$ cat src/rtl/alu_result_sel_pipe.sv
// alu_result_sel_pipe
// Registered N-way result selector for the ALU output stage. One of NUM_IN
// operation results is chosen by a full-width select and held in an output
// register behind a valid/ready handshake so the ALU can be stalled.
// Out-of-range selects return all-zero data, are flagged with out_illegal,
// and are recorded in a sticky flag and a saturating counter.
//
// Ports:
//   clock, reset              single clock, synchronous active-high reset
//   in_data[NUM_IN*WIDTH]     channel k at bits [k*WIDTH +: WIDTH]
//   in_sel, in_valid          select and qualifier for the current transfer
//   in_ready                  stage can accept this cycle
//   out_data/out_sel          registered result and the select that made it
//   out_illegal               result came from an out-of-range select
//   out_valid, out_ready      output handshake
//   err_sticky, err_count     illegal-select history; err_clr clears both
module alu_result_sel_pipe #(
  parameter int WIDTH     = 32,
  parameter int NUM_IN    = 6,
  parameter int SEL_W     = 5,
  parameter int ERR_CNT_W = 8
) (
  input  logic                    clock,
  input  logic                    reset,
  input  logic [NUM_IN*WIDTH-1:0] in_data,
  input  logic [SEL_W-1:0]        in_sel,
  input  logic                    in_valid,
  output logic                    in_ready,
  output logic [WIDTH-1:0]        out_data,
  output logic [SEL_W-1:0]        out_sel,
  output logic                    out_illegal,
  output logic                    out_valid,
  input  logic                    out_ready,
  output logic                    err_sticky,
  output logic [ERR_CNT_W-1:0]    err_count,
  input  logic                    err_clr
);

  // One extra bit so NUM_IN == 2^SEL_W is still representable.
  localparam logic [SEL_W:0] num_in_l = (SEL_W+1)'(NUM_IN);

  logic             accept;
  logic             sel_legal;
  logic [WIDTH-1:0] sel_data;

  assign in_ready  = !out_valid || out_ready;
  assign accept    = in_valid && in_ready;
  assign sel_legal = {1'b0, in_sel} < num_in_l;

  // Full-width compare per channel: an out-of-range select matches nothing
  // and leaves sel_data at zero, so no low-bit aliasing is possible.
  always_comb begin
    sel_data = '0;
    for (int k = 0; k < NUM_IN; k++) begin
      if ({1'b0, in_sel} == (SEL_W+1)'(k)) begin
        sel_data = in_data[k*WIDTH +: WIDTH];
      end
    end
  end

  always_ff @(posedge clock) begin
    if (reset) begin
      out_data    <= '0;
      out_sel     <= '0;
      out_illegal <= 1'b0;
      out_valid   <= 1'b0;
    end else if (accept) begin
      out_data    <= sel_legal ? sel_data : '0;
      out_sel     <= in_sel;
      out_illegal <= !sel_legal;
      out_valid   <= 1'b1;
    end else if (out_ready) begin
      // No accept with out_ready high means no input: drain, data holds.
      out_valid   <= 1'b0;
    end
  end

  // Clear has priority over a coincident illegal accept.
  always_ff @(posedge clock) begin
    if (reset) begin
      err_sticky <= 1'b0;
      err_count  <= '0;
    end else if (err_clr) begin
      err_sticky <= 1'b0;
      err_count  <= '0;
    end else if (accept && !sel_legal) begin
      err_sticky <= 1'b1;
      if (err_count != '1) begin
        err_count <= err_count + ERR_CNT_W'(1);
      end
    end
  end

endmodule

$ cat config.mk
export PLATFORM = sky130hd
export DESIGN_NAME = alu_result_sel_pipe
export DESIGN_NICKNAME = d
export VERILOG_FILES = /design/src/rtl/alu_result_sel_pipe.sv
export SDC_FILE = /design/constraint.sdc
export NUM_CORES = 1
export LEC_CHECK = 0
export CAP_MARGIN = 20
export CORE_MARGIN = 2
export CORE_UTILIZATION = 34
export DETAILED_ROUTE_END_ITERATION = 10
export GPL_ROUTABILITY_DRIVEN = 1
export GPL_TIMING_DRIVEN = 0
export PLACE_DENSITY = 0.8
export SKIP_CTS_REPAIR_TIMING = 1
export SLEW_MARGIN = 0
export SYNTH_ARGS = -nofsm -noshare
export SYNTH_HDL_FRONTEND = slang
export SYNTH_SLANG_ARGS = --single-unit
$ cat constraint.sdc
create_clock -name clock -period 2.1 [get_ports clock]
set_input_delay 0.21 -clock clock [delete_from_list [all_inputs] [get_ports clock]]
set_output_delay 0.21 -clock clock [all_outputs]
set_load 0.01 [all_outputs]
# --- Word-level counts from Yosys, hierarchy flattened ---
# Index checks and enable logic that the tools add are counted.
totals:
  regBits: 48
  inputBits: 202
  output_inout_bits: 49
  elab_cells: 32
op_classes:
  n_addsub: 1
  order_cmp: 1
  eq_ne: 6
  n_mux: 9
  reduce_logical: 9
ops:
  columns: ["cell", "count"]
  rows:
  - ["2-to-1 mux 32 bit", 7]
  - ["== test 5 x 2 -> 1 bit, second input constant", 2]
  - ["== test 5 x 3 -> 1 bit, second input constant", 2]
  - ["adder 8 x 1 -> 8 bit, second input constant", 1]
  - ["!= test 8 bit, second input constant", 1]
  - ["== test 5 x 1 -> 1 bit, second input constant", 1]
  - ["logical NOT 5 bit", 1]
  - ["< comparator 5 x 3 -> 1 bit, second input constant", 1]
  - ["logical AND 1 bit", 2]
  - ["logical NOT 1 bit", 2]
  - ["2-to-1 mux 1 bit", 2]
  - ["AND reduction 2 bit", 1]
  - ["nonzero test 2 bit", 1]
  - ["OR reduction 2 bit", 1]
  - ["logical OR 1 bit", 1]

# --- Logic depth before layout (Yosys ltp) ---
depth:
  depth_word: 8
  depth_mapped: 7
  depth_no_buf: 5

# --- Worst setup path before layout ---
# OpenSTA, ideal clock, no wires.
synth_timing:
  kind: "register to register"
  start: "register out_valid"
  end: "register out_data[30]"
  setup_ns: 0.139
  arrival_ns: 1.417
  slack_ns: 0.544
  path_stages_with_launch: 7
  path_cell_list: "dfxtp_1 -> and2b_1 -> inv_1 -> clkbuf_1 -> nand2_1 -> a21oi_1 -> a221oi_1"
synth_via:
  elab_chain_cells: 3
synth_rtl:
  columns: ["element", "line", "source"]
  rows:
  - ["start: declaration", "32", "output logic out_valid,"]
  - ["start signal: assignment", "66", "out_valid <= 1'b0;"]
  - ["start signal: assignment", "71", "out_valid <= 1'b1;"]
  - ["start signal: assignment", "74", "out_valid <= 1'b0;"]
  - ["logical NOT 1 bit", "46", "assign in_ready = !out_valid || out_ready;"]
  - ["logical OR 1 bit", "46", null]
  - ["named net in_ready", "28", "output logic in_ready,"]
  - ["logical AND 1 bit", "47", "assign accept = in_valid && in_ready;"]
  - ["end signal: assignment", "68", "out_data <= sel_legal ? sel_data : '0;"]
  - ["end: declaration", "29", "output logic [WIDTH-1:0] out_data,"]
# The timed path passes the listed nets, and every way through them passes these cells.
# A chain may end at the register's enable or synchronous reset.

# --- Final worst setup path ---
layout_timing:
  start: "input in_sel[4]"
  end: "register out_data[23]"
layout_via:
  elab_chain_cells: 8
  word_cells_on_any_way: 14
  cone_classes: "1 x order compare; 5 x eq/ne; 7 x mux; 1 x reduce/logical"
layout_rtl:
  columns: ["element", "line", "source"]
  rows:
  - ["start: declaration", "26", "input logic [SEL_W-1:0] in_sel,"]
  - ["logical NOT 5 bit", "55", "if ({1'b0, in_sel} == (SEL_W+1)'(k)) begin"]
  - ["2-to-1 mux 32 bit (6 in a row)", "55", null]
  - ["2-to-1 mux 32 bit *", "68", null]
# Mark *: on every way between the ends. The rest lies on a longest branch, timed or not.

==> flow_summary_export.csv <==
group,metric,value,unit
run_status,status,"completed",
sta,relSlewSlack,61.9,%
yosys,synth_fp_nets,576,
yosys,synth_mux_area_share,15.8,%
clocking,h-tree-depth,2,
global_route,antenna_found_initial,0,
sta,rsz0062_at_grt,"no",
sta,clock.fmax,504,MHz
yosys,yosys_warnings,0,
global_route,grt_use_total,25.8,%
detailed_routing,dr_total_vias,4067,
yosys,synth-xor-area-share,0,%
finish,fill_cells,803,
setup_path,cp-endpoint,"out_data[23]",
pwr,ir_worst_vdd,0.000275,V
detailed_routing,drc_errors,0,
clocking,cts-root-buf,"clkbuf_8",
sta,period_needed,1980,ps
sta,slew_viol_final,0,
yosys,postSynthCellCount,373,
yosys,ys_seq_area_share,29.0,%
clocking,cts_buffers,5,
yosys,async_flop_share,0,%
yosys,synth-adder-area-share,0.378,%
sta,worst_clock_skew,3.06,ps
die,io_pins,251,
yosys,ys_types,50,
setup_path,r2r_end,"out_data[7]",
place,portBuffers,250,
global_route,grt.overflow.total,0,
detailed_routing,viasPerCell,5.32,
place,place_area,5980,sq um
finish,nets,834,
clocking,clkLatencyLatePin,300,ps
setup_path,worst-path-buf-inv,2,
clocking,cts.clk_slew.worst_paths,90,ps
global_route,grt_pass1_wl,20.9,mm
setup_path,crit_type,"in -> reg",
yosys,synthFlopType,"dfxtp_1",
setup_path,slowest_stage,"clkdlybuf4s50_1",
die,rows,36,
clocking,max-clock-path-buffers,2,
pwr,p_leak,2.14,nW
finish,layoutNonFillerInstCount,765,
setup_path,start_kind,"input pin",
setup_path,cp-end-kind,"flip-flop",
place,post-place-ws,-299,ps
detailed_routing,route.antenna.remaining_nets,0,
sta,setup_viol,0,
yosys,yosys.area_share.simple,14.4,%
die,initial_core_util,34.5,%
die,die-area,10500,sq um
finish,finalInstanceArea,6140,sq um
setup_path,crit_family,"simple AND/OR/NAND/NOR gates",
setup_path,rrSetupSlack,190,ps
sta,post-route-period-util,94.5,%
place,place.gp.congestion,0.916,
die,die_height,103,um
clocking,cts_tree,"done",
setup_path,crit_path_start,"in_sel[4]",
yosys,synth-compound-area-share,34.9,%
setup_path,path_max_fanout,10,
yosys,yosysTopAreaCell,"dfxtp_1",
detailed_routing,drtIter0Drc,111,
clocking,cts.sinks,48,
finish,drive_gt1_share,10.4,%
detailed_routing,finalWirelength,14.2,mm
yosys,synth.area.top_cells,"dfxtp_1, mux2_2, o211ai_1",
yosys,synth_top_family_by_area,"compound AO/OA/AOI/OAI gates",
finish,num_antenna_cells,0,
place,dp_hpwl,11.5,mm
setup_path,rr_startpoint,"out_valid",
detailed_routing,wl_per_cell,18.6,um
pwr,finalPower,2.44,mW
worst_hold_path,hp-class,"in -> reg",
flow_run,cap_violations,0,
global_route,grt_pass1_vias,4152,
setup_path,critical_path_required,2350,ps
detailed_routing,drtPass1Iterations,4,
sta,hold_viol,0,
yosys,synth-seq-cells,48,
pwr,power_density,398,nW/um^2
setup_path,cp.depth,6,
setup_path,max_stage_delay,610,ps
sta,setup_slack,115,ps
yosys,synth-edff-count,0,
finish,area_delta_synth_final,85.4,%
yosys,syn-mean-instance-area,8.88,sq um
die,die_w,103,um
yosys,synth_area,3310,sq um
yosys,synth_top_area_share,29.0,%
setup_path,cp_cell_sequence,"clkdlybuf4s50_1, nor4b_4, nor3b_2, buf_2, o221ai_1, nand3_1",
setup_path,worstRegToRegCells,6,
die,core_area,9590,sq um
place,dp.cells,756,
finish,final_util,64.0,%
setup_path,arrival,2230,ps
sta,max_slew.worst_pin.slew,572,ps
global_route,grt_max_degree,15,
==> synth_stat cells, types with 2 or more instances <==
cell type,instances
a2bb2oi_1,3
o21ai_0,17
clkbuf_1,16
nor2b_1,5
a21oi_1,22
a211oi_1,3
buf_2,10
dfxtp_1,48
a22oi_1,12
a22o_1,12
nor4_1,2
buf_6,2
buf_4,4
or4_1,4
nand2_1,32
a21boi_0,12
o211ai_1,22
nand3b_1,3
o21ai_1,10
nor3_4,2
inv_1,3
or3_1,5
o41ai_1,3
mux4_2,7
o31ai_1,2
o21a_1,20
buf_1,3
o2bb2ai_1,9
mux2i_1,14
nand2b_1,2
nor2_1,4
o221ai_1,11
nor3_1,2
nand3_1,12
mux2_2,20
==> stage by stage <==
stage	TNS (ps)	hold WS [ps]
finish	0	368
CTS	-220	454
detailed placement	-6500	442
floorplan	0	358
global placement	-5950	436
global route	0	393
==> where the power goes <==
group | switching (mW) | internal [mW] | leakage [nW]
sequential | 0.0116 | 0.928 | 0.389
clock | 0.319 | 0.421 | 0.0645
combinational | 0.267 | 0.499 | 1.68
total | 0.597 | 1.85 | 2.14
==> worst min-delay path: stages <==
cell            delay (ps)
dlymetal6s2s_1         240
nand3_1                120
a21oi_1                 60
==> sequential cells by signal (all words and copies together) (netlist names) <==
register / cells
out_sel: 5
err_count: 8
out_valid: 1
err_sticky: 1
out_data: 32
out_illegal: 1
==> cell type report <==
cell class,count,area [sq um],area share (%)
Buffer,34,178,2.89
Clock buffer,7,96.3,1.57
Clock inverter,1,30.0,0.489
Inverter,3,11.3,0.183
Multi-Input combinational cell,287,2170,35.4
Sequential cell,48,961,15.7
Tap cell,133,166,2.71
Timing Repair Buffer,252,2520,41.1
==> cells in the final DEF, fill, tap and decap left out, types with 6 or more instances in the layout <==
cell	n
mux2i_1	14
nand2_1	31
buf_4	6
clkbuf_1	11
buf_2	10
o21ai_0	17
a22oi_1	12
o21a_1	20
mux2_2	20
a21oi_1	22
clkbuf_8	7
o2bb2ai_1	9
a21boi_0	12
clkdlybuf4s50_1	248
o21ai_1	10
mux4_2	7
a22o_1	12
nand3_1	12
o221ai_1	11
o211ai_1	22
dfxtp_1	48
==> metal layers <==
layer | part of all wire (%) | global-route usage (%) | wire length, um | vias to the layer above
met4 | 2.0 | 6.87 | 280 | 0
met1 | 39 | 30.5 | 5540 | 1878
met2 | 51 | 47.2 | 7280 | 202
li1 | - | - | - | 1968
met5 | 0 | 0 | 0 | -
met3 | 7.9 | 5.29 | 1130 | 19
==> worst min path at each step <==
stage / cells past startpoint / to / from
after CTS: 2 / out_data[21] / out_data[21]
after global routing: 3 / out_sel[3] / in_sel[3]
after floorplan: 2 / out_sel[3] / in_sel[3]
after global placement: 2 / out_data[28] / out_data[28]
final: 3 / out_sel[3] / in_sel[3]
after detailed placement: 2 / out_data[21] / out_data[21]
==> cell families after synthesis <==
group	after synthesis
fa+ha+maj	1
compound gates	162
buf+inv	38
mux	41
simple gates	83
flops	48
Note: power is estimated with default switching activity, not from simulation.
